$ cat config.mk
export PLATFORM = sky130hd
export DESIGN_NAME = seg7_scan4
export DESIGN_NICKNAME = d
export VERILOG_FILES = /design/src/rtl/seg7_pkg.sv /design/src/rtl/seg7_scan4_bcd_to_seg7.sv /design/src/rtl/seg7_scan4.sv
export SDC_FILE = /design/constraint.sdc
export NUM_CORES = 1
export LEC_CHECK = 0
export CORE_ASPECT_RATIO = 0.5
export CORE_UTILIZATION = 48
export CTS_CLUSTER_SIZE = 10
export DETAILED_ROUTE_END_ITERATION = 12
export HOLD_SLACK_MARGIN = 0.05
export PLACE_DENSITY = 0.75
export REMOVE_ABC_BUFFERS = 1
export SLEW_MARGIN = 25
export SYNTH_ARGS = -nofsm -noshare
export SYNTH_HDL_FRONTEND = slang
export SYNTH_SLANG_ARGS = --single-unit
$ cat constraint.sdc
create_clock -name clk -period 1.9 [get_ports clk]
set_input_delay 0.38 -clock clk [delete_from_list [all_inputs] [get_ports clk]]
set_output_delay 0.38 -clock clk [all_outputs]
set_load 0.05 [all_outputs]
$ cat src/rtl/seg7_pkg.sv
// Shared constants for the seg7_scan4 display stage: digit count,
// active-high segment patterns (bit0=a .. bit6=g) and scanner states.
package seg7_pkg;

  localparam int DIGITS = 4;

  localparam logic [6:0] SEG_0    = 7'h3F;
  localparam logic [6:0] SEG_1    = 7'h06;
  localparam logic [6:0] SEG_2    = 7'h5B;
  localparam logic [6:0] SEG_3    = 7'h4F;
  localparam logic [6:0] SEG_4    = 7'h66;
  localparam logic [6:0] SEG_5    = 7'h6D;
  localparam logic [6:0] SEG_6    = 7'h7D;
  localparam logic [6:0] SEG_7    = 7'h07;
  localparam logic [6:0] SEG_8    = 7'h7F;
  localparam logic [6:0] SEG_9    = 7'h6F;
  localparam logic [6:0] SEG_DASH = 7'h40;

  typedef logic [0:0] state_t;
  localparam state_t ST_IDLE = 1'b0;
  localparam state_t ST_SCAN = 1'b1;

endpackage

$ cat src/rtl/seg7_scan4_bcd_to_seg7.sv
// Combinational BCD to seven-segment decoder, active-high output.
// Codes 10-15 are not BCD and show a dash so bad upstream data is visible.
module bcd_to_seg7
  import seg7_pkg::*;
(
  input  logic [3:0] bcd_i,
  output logic [6:0] seg_o
);

  // Look up the segment pattern for one BCD digit
  always_comb begin
    seg_o = SEG_DASH;
    case (bcd_i)
      4'd0:    seg_o = SEG_0;
      4'd1:    seg_o = SEG_1;
      4'd2:    seg_o = SEG_2;
      4'd3:    seg_o = SEG_3;
      4'd4:    seg_o = SEG_4;
      4'd5:    seg_o = SEG_5;
      4'd6:    seg_o = SEG_6;
      4'd7:    seg_o = SEG_7;
      4'd8:    seg_o = SEG_8;
      4'd9:    seg_o = SEG_9;
      default: seg_o = SEG_DASH;
    endcase
  end

endmodule

$ cat src/rtl/seg7_scan4.sv
// Four-digit multiplexed seven-segment driver. Inputs are captured once
// per frame so the shown number never tears while the counters move.
// All decode logic works in active-high form; polarity is applied only
// where the output registers are loaded.
module seg7_scan4
  import seg7_pkg::*;
#(
  parameter int SCAN_DIV = 50000,
  parameter bit ACT_LOW  = 1'b1
) (
  input  logic          clk,
  input  logic          rst,
  input  logic          en,
  input  logic [15:0]   bcd_in,
  input  logic [3:0]    dp_mask,
  input  logic          blank_lz,
  output logic [6:0]    seg,
  output logic          dp,
  output logic [3:0]    an,
  output logic          frame_done
);

  localparam int             DW       = $clog2(SCAN_DIV);
  localparam logic [DW-1:0]  DIV_LAST = DW'(SCAN_DIV - 1);

  state_t                       state_q, state_d;
  logic [DW-1:0]                div_q, div_d;
  logic [1:0]                   dig_q, dig_d;
  logic [4*DIGITS-1:0]          snapBcd_q, snapBcd_d;
  logic [DIGITS-1:0]            snapDp_q, snapDp_d;
  logic                         snapLz_q, snapLz_d;
  logic                         frameEnd;

  logic [3:0]                   curNib;
  logic [6:0]                   decSeg;
  logic [DIGITS-1:0]            zeroFrom;
  logic                         blankDigit;
  logic [3:0]                   litAn;
  logic [6:0]                   litSeg;
  logic                         litDp;

  logic [3:0]                   an_q;
  logic [6:0]                   seg_q;
  logic                         dp_q;
  logic                         fd_q;

  // Scanner sequencing: dwell counter, digit pointer and frame-boundary snapshot
  always_comb begin
    state_d   = state_q;
    div_d     = div_q;
    dig_d     = dig_q;
    snapBcd_d = snapBcd_q;
    snapDp_d  = snapDp_q;
    snapLz_d  = snapLz_q;
    frameEnd  = 1'b0;
    case (state_q)
      ST_IDLE: begin
        if (en) begin
          state_d   = ST_SCAN;
          div_d     = '0;
          dig_d     = 2'd0;
          snapBcd_d = bcd_in;
          snapDp_d  = dp_mask;
          snapLz_d  = blank_lz;
        end
      end
      ST_SCAN: begin
        if (!en) begin
          state_d = ST_IDLE;
          div_d   = '0;
          dig_d   = 2'd0;
        end else if (div_q == DIV_LAST) begin
          div_d = '0;
          dig_d = dig_q + 2'd1;
          if (dig_q == 2'd3) begin
            frameEnd  = 1'b1;
            snapBcd_d = bcd_in;
            snapDp_d  = dp_mask;
            snapLz_d  = blank_lz;
          end
        end else begin
          div_d = div_q + 1'b1;
        end
      end
      default: state_d = ST_IDLE;
    endcase
  end

  // Sequencer registers with synchronous active-low reset
  always_ff @(posedge clk) begin
    if (!rst) begin
      state_q   <= ST_IDLE;
      div_q     <= '0;
      dig_q     <= 2'd0;
      snapBcd_q <= '0;
      snapDp_q  <= '0;
      snapLz_q  <= 1'b0;
    end else begin
      state_q   <= state_d;
      div_q     <= div_d;
      dig_q     <= dig_d;
      snapBcd_q <= snapBcd_d;
      snapDp_q  <= snapDp_d;
      snapLz_q  <= snapLz_d;
    end
  end

  assign curNib = snapBcd_q[{dig_q, 2'b00} +: 4];

  bcd_to_seg7 u_dec (
    .bcd_i (curNib),
    .seg_o (decSeg)
  );

  // A digit is a leading zero when it and every digit above it are zero
  always_comb begin
    zeroFrom[3] = (snapBcd_q[15:12] == 4'd0);
    zeroFrom[2] = (snapBcd_q[11:8]  == 4'd0) && zeroFrom[3];
    zeroFrom[1] = (snapBcd_q[7:4]   == 4'd0) && zeroFrom[2];
    zeroFrom[0] = (snapBcd_q[3:0]   == 4'd0) && zeroFrom[1];
    blankDigit  = snapLz_q && (dig_q != 2'd0) && zeroFrom[dig_q];
  end

  // Active-high drive for the digit currently selected; dark outside SCAN
  always_comb begin
    litAn  = 4'b0000;
    litSeg = 7'h00;
    litDp  = 1'b0;
    if (state_q == ST_SCAN) begin
      litAn  = 4'b0001 << dig_q;
      litSeg = blankDigit ? 7'h00 : decSeg;
      litDp  = snapDp_q[dig_q];
    end
  end

  // Output registers; the only place display polarity is applied
  always_ff @(posedge clk) begin
    if (!rst) begin
      an_q  <= {4{ACT_LOW}};
      seg_q <= {7{ACT_LOW}};
      dp_q  <= ACT_LOW;
      fd_q  <= 1'b0;
    end else begin
      an_q  <= litAn ^ {4{ACT_LOW}};
      seg_q <= litSeg ^ {7{ACT_LOW}};
      dp_q  <= litDp ^ ACT_LOW;
      fd_q  <= frameEnd;
    end
  end

  assign an         = an_q;
  assign seg        = seg_q;
  assign dp         = dp_q;
  assign frame_done = fd_q;

endmodule

Yosys cells after proc, flatten, opt, wreduce, memory -nomap -nowiden
Memory sizes are Yosys's and may differ from the RTL's.
Index checks and enable logic that the tools add are counted.
- add/subtract/negate cells: 2
- $mul: 0
- div/mod/pow operators: 0
- $lt $le $gt $ge: 1
- equality and inequality tests: 7
- shift-type cells: 2
- mux-type cells: 33
- bitwise operators: 4
- reductions and logical operators: 13
- operators with widths (cell ; count):
    2-to-1 mux 16 bit ; 7
    case mux 16 bit (2 select lines) ; 2
    2-to-1 mux 4 bit ; 5
    adder 16 x 1 -> 16 bit (second input constant) ; 1
    == test 16 bit (second input constant) ; 1
    logical NOT 4 bit ; 4
    variable part select 16 x 5 -> 4 bit ; 1
    2-to-1 mux 7 bit ; 2
    2-to-1 mux 1 bit ; 9
    case mux 4 bit (2 select lines) ; 1
    AND reduction 4 bit ; 2
    NOT 7 bit ; 1
    2-to-1 mux 2 bit ; 3
    logical AND 1 bit ; 5
    binary-select mux 1 bit (select 2 bit) ; 2
    != test 2 x 1 -> 1 bit (second input constant) ; 2
    != test 2 bit (second input constant) ; 2
    NOT 4 bit ; 1
    case mux 2 bit (2 select lines) ; 1
    left shift 1 x 2 -> 4 bit (first input constant) ; 1
    less-than comparator 2 x 3 -> 1 bit (second input constant) ; 1
    != test 3 x 2 -> 1 bit (second input constant) ; 1
    adder 2 x 1 -> 2 bit (second input constant) ; 1
    == test 2 bit (second input constant) ; 1
    4 further kinds ; 5
- flip-flop bits (word level): 53
- bits in latches: 0
- bits in writable memories: 0
- bits in read-only memories: 112
- input port bits: 24
- output and inout port bits: 13
- word-level logic and storage cells: 73
- memories kept: 1
- memories (memory ; depth ; width ; rd ports ; clocked after memory_dff ; write ports ; RTL line ; text):
    (name not given) ; 16 ; 7 ; 1 ; 0 ; 0 ; seg7_scan4_bcd_to_seg7.sv:13 ; case (bcd_i)

Longest topological paths before layout
- depth after elaboration: 10
- mapped depth: 8
- gate-level depth less buffers: 6

Modules after synthesis
Synthesis repeated with hierarchy kept, for this count alone.
- cells, all modules: 291
- area, all modules: 2532.4 um^2
- modules (own cells, without submodules) (module ; times used ; cells an instance ; area each (um^2) ; seq. area each (um^2)):
    seg7_scan4 ; 1 ; 262 ; 2304.7 ; 1061.0
    bcd_to_seg7 ; 1 ; 29 ; 227.7 ; 0.0

Least setup slack after synthesis
Ideal clock, no wire load.
- path type: register to register
- from: register dig_q[1]
- to: register seg_q[1], in the netlist seg[1]
- library setup time: 0.121 ns
- data arrival time: 1.664 ns
- required time: 1.779 ns
- setup slack: 0.115 ns
- cell stages (with the launch flop): 7
- buffers on the path: 1
- clock period less this slack: 1.785 ns
- cells stage by stage: dfxtp_1 buf_2 mux4_2 inv_1 ha_1 o22ai_1 nand2_1
- longest elaborated chain between the ends: 6
- elaborated cells on any way between the ends: 10
- classes of those cells: 1 x shift; 4 x mux; 1 x bitwise; 3 x reduce/logical; 1 x memory
- RTL lines (element ; RTL line ; text):
    from (decl) ; seg7_scan4.sv:28 ; logic [1:0] dig_q, dig_d;
    from (signal assigned) ; seg7_scan4.sv:101 ; dig_q <= dig_d;
    parallel branches: the longest is 3 deep, another holds memory (16 x 7 bit) ; n/a ;
    2-to-1 mux 7 bit * ; seg7_scan4.sv:131 ; litSeg = blankDigit ? 7'h00 : decSeg;
    2-to-1 mux 7 bit * ; seg7_scan4.sv:129 ; if (state_q == ST_SCAN) begin
    NOT 7 bit (no line) * ; n/a ;
    to (signal assigned) ; seg7_scan4.sv:140 ; seg_q <= {7{ACT_LOW}};
    to (signal assigned) ; seg7_scan4.sv:145 ; seg_q <= litSeg ^ {7{ACT_LOW}};
    to (decl) ; seg7_scan4.sv:43 ; logic [6:0] seg_q;
Every way passes the cells marked *. The select of a mux whose other input is x is not followed.
A chain may end at the register's enable or synchronous reset.

Worst setup path after layout
- from: register an_q[2], in the netlist an[2]
- to: output an[2]
- RTL lines (element ; RTL line ; text):
    from (decl) ; seg7_scan4.sv:42 ; logic [3:0] an_q;
    from (signal assigned) ; seg7_scan4.sv:139 ; an_q <= {4{ACT_LOW}};
    from (signal assigned) ; seg7_scan4.sv:144 ; an_q <= litAn ^ {4{ACT_LOW}};
    to (decl) ; seg7_scan4.sv:19 ; output logic [3:0] an,
No word-level cell between the ends.

==> results <==
- The run finished with clean final reports.
- The number of buffers and inverters on the critical path is 1.
- The later pin in the worst-skew pair is clocked with a latency of 320 ps.
- The number of global-route vias before repair was 2,006.
- The initial core utilization is 50.5%.
- The share of final-layout standard cells stronger than drive strength 1 is 14.5%.
- The tightest min-delay check is of the register to register type.
- The max-slew violation total from the final report is 0.
- Based on the critical path, the design can be clocked at up to 0.550 GHz.
- The final number of hold-violating endpoints is 0.
- The register-to-register path setup slack is 110 ps.
- Counting distinct cell types in the post-synthesis netlist gives 48.
- The first routing iteration left 82 violations.
- The all-layer global routing usage is 20.2%.
- After detailed routing, the total wire length is 5.45 mm.
- In this run the cell area of the synthesized design comes to 0.00252 sq mm.
- The number of search-and-repair iterations in the first detailed-routing pass is 4.
- Cells fill 63.1% of the core in the end.
- The layout filler cell count is 451.
- The die covers 0.00557 sq mm.
- After detailed routing, the number of vias per cell comes to 5.45.
- Broken down by cell family, the worst path's largest delay share belongs to buffers and inverters.
- The library cell used most frequently in the layout, excluding fill and tap cells, is sky130_fd_sc_hd__dfxtp_1.
- The library cell occupying the most area in the post-synthesis netlist is sky130_fd_sc_hd__dfxtp_1.
- The power density relative to cell area is 669 mW/mm^2.
- The share of the Yosys chip area taken by registers is 42.0%.
- The total power draw is 2.11 mW.
- Counting flops and latches in the post-synthesis netlist gives 53.
- After detailed routing, the average wire length per cell comes to 13.4 microns.
- 37 I/O pins were placed.
- The number of sinks on the clock net is 53.
- The number of setup violations in the final report is 0.
- The placer congestion estimate is 0.926.
- No sink is reached through more buffers than the 2 on the longest clock path.
- The number of antenna violations at the first check in global routing came to 0.
- TritonCTS built the clock tree.
- Measured along the x axis, the die boundary spans 105 microns.
- Summed over all cells, the static leakage comes to 1.19 nW.
- The number of nets still failing antenna checks after routing is 0.
- The cell count after synthesis came out at 290.
- Along the worst path, the maximum fanout reaches 1.
- Setup repair after global routing left no endpoint under its margin.
- Leaving out fill and tap cells, the most frequent cells in the layout are sky130_fd_sc_hd__dfxtp_1 (51), sky130_fd_sc_hd__nand2_1 (44), sky130_fd_sc_hd__o21ai_0 (41), sky130_fd_sc_hd__clkdlybuf4s50_1 (36), sky130_fd_sc_hd__nand3_1 (29).
- The tool flagged a number of max-cap violations equal to 0.
- After global routing the overflow that remains totals 0.
- The floorplan has 18 rows.
- Yosys printed 0 warnings.
- The area of the core region is 0.00500 sq mm.
- For the pin with the worst max-slew slack, the measured transition is 506 ps.
- Detailed placement finished with a half-perimeter wire length of 3.87 mm.
- Entering global routing, the biggest net connects 46 pins.
- The layout overhead on the synthesized area is 25.0%.
- The number of levels in the clock H-tree is 2.
- Across all layers, the routed design uses 2,224 vias.
- The cell with the largest stage delay on the worst path is sky130_fd_sc_hd__clkdlybuf4s50_1.
- Walking the worst path, the cells encountered are clkdlybuf4s50_1.
- In the post-synthesis netlist, the biggest area contributors are sky130_fd_sc_hd__dfxtp_1 (42%), sky130_fd_sc_hd__o21ai_0 (8.1%), sky130_fd_sc_hd__nand2_1 (6.5%), sky130_fd_sc_hd__nand3_1 (5.7%), sky130_fd_sc_hd__ha_1 (5.0%).
- The reg-to-reg startpoint is div_q[0].
- The root cell of the clock tree is sky130_fd_sc_hd__clkbuf_8.
- The final setup skew is 6.28 ps.
- Each instance of the synthesized netlist takes up on average 8.71 sq um.
- STA classifies the critical path endpoint as an output port.
- The post-route fraction of the period consumed by the critical path is 95.6%.
- Measured in cells, the most critical reg-to-reg path has a length of 6.
- The quantity of hold-fixing buffers added after cts is 0.
- The kind of start point of the critical path is a register.
- The start-to-end type of the worst setup path is register to output port.
- The worst ir drop on vdd is 0.348 mV.
- The capture point of the worst reg-to-reg path is div_q[7].
- For the worst setup path, the data required time is 1520 ps.
- The worst pin sits at a relative slew slack of 66.2%.
- The final routed DRC violation total is 0.
- The count of input and output buffers is 36.
- The first-pass GRT wire length is 8.72 mm.
- The repair_antennas step left the layout with diodes totalling 0.
- The first element of the critical path is an[2].
- The cell count along the critical path is 1.
- The CTS buffer count is 5.
- The floorplan step set the die height to 53.3 microns.
- On the worst path, the slowest cell contributes a delay of 800 ps.
- The share of synthesized area in the top cell type comes to 42.0%.
- The final layout contains 371 nets.
- Data arrives at the worst endpoint at 1440 ps.
- Once the clock tree was built, the setup fixing pass inserted 0 buffers.
- The timing endpoint of the critical path is an[2].
- The launch instance of the worst min-delay path is snapDp_q[1].
- After clock tree synthesis, the clock-pin slew on the worst setup and hold paths is 90 ps.
- After layout, the minimum clock period comes to 1820 ps.
[kinds of logic after synthesis]
family / Yosys count / share of synthesized area (%)
mux: 6 / 4.86
buf+inv: 29 / 6.09
simple gates: 121 / 24.6
fa+ha+maj: 10 / 4.96
compound gates: 69 / 16.8
flops: 53 / 42.0
xor+xnor: 2 / 0.694
[routing by layer]
layer	wire [microns]	global-route usage [%]	up-vias	share of wire [%]
met4	95	9.86	0	1.7
met5	0	0	-	0
met3	214	5.05	9	3.9
met1	2430	21.5	1048	45
li1	-	-	1123	-
met2	2710	39.0	44	50
[synth_stat cells, drive strengths merged]
library cell	count
o22ai	1
or3	2
or2	1
a31oi	3
a21boi	4
nor4b	1
o31a	2
o2bb2ai	1
mux2i	1
nor4	4
o2111ai	1
ha	10
a22o	1
a21oi	5
a2bb2oi	1
mux4	5
and3	2
nand2	44
o41ai	2
nor3	6
inv	10
and4	2
dfxtp	53
buf	11
o211ai	1
nand4	6
clkbuf	8
nor2b	2
a21o	3
nand3	29
xnor2	1
a31o	1
nor3b	2
nor2	11
xor2	1
o21ai	42
o311a	1
and4bb	1
and2	6
and4b	2
[repair_timing]
action                                  4_1_cts  5_1_grt
endpoints found under the setup margin        2       23
pin swaps                                     0        1
gates resized for setup                       1        5
[metrics by stage]
step                setup slack [ps]  instances  hold slack (ps)  area (sq um)  setup TNS (ps)
floorplan                       27.3        271              427          2410               0
detailed placement             -38.0        400              451          3040           -78.4
finish                          82.9        408              463          3160               0
global route                   0.560        408              488          3160               0
global placement               0.296        400              447          3040               0
CTS                             30.3        408              465          3140               0
[flip-flops by register name, indices dropped and copies added, names as in the netlist]
| signal | cells |
|---|---|
| div_q | 16 |
| seg | 7 |
| snapDp_q | 4 |
| snapLz_q | 1 |
| snapBcd_q | 16 |
| frame_done | 1 |
| state_q | 1 |
| dp | 1 |
| an | 4 |
| dig_q | 2 |
[final cells by class]
| cell class | instances | area (sq um) | area share [%] |
|---|---|---|---|
| timing repair buffer | 59 | 546 | 17.3 |
| tap | 70 | 87.6 | 2.78 |
| clock inverter | 2 | 13.8 | 0.436 |
| clock buffer | 6 | 82.6 | 2.62 |
| multi-input combinational | 208 | 1330 | 42.0 |
| sequential | 53 | 1060 | 33.7 |
| inverter | 10 | 37.5 | 1.19 |
[power by group]
| part | switching, mW | leakage (nW) | total (mW) | internal [mW] |
|---|---|---|---|---|
| logic | 0.139 | 0.700 | 0.265 | 0.127 |
| registers | 0.0260 | 0.433 | 1.18 | 1.15 |
| clock network | 0.372 | 0.0512 | 0.668 | 0.296 |
[worst min path at each step]
stage                   to  slack [ps]  depth (start not counted)
2_1_floorplan    div_q[15]         430                          1
3_3_place_gp      snapLz_q         450                          2
3_5_place_dp      snapLz_q         450                          2
4_1_cts           snapLz_q         460                          2
5_1_grt           snapLz_q         490                          2
6_report       snapDp_q[1]         460                          2
Note: power is estimated with default switching activity, not from simulation.
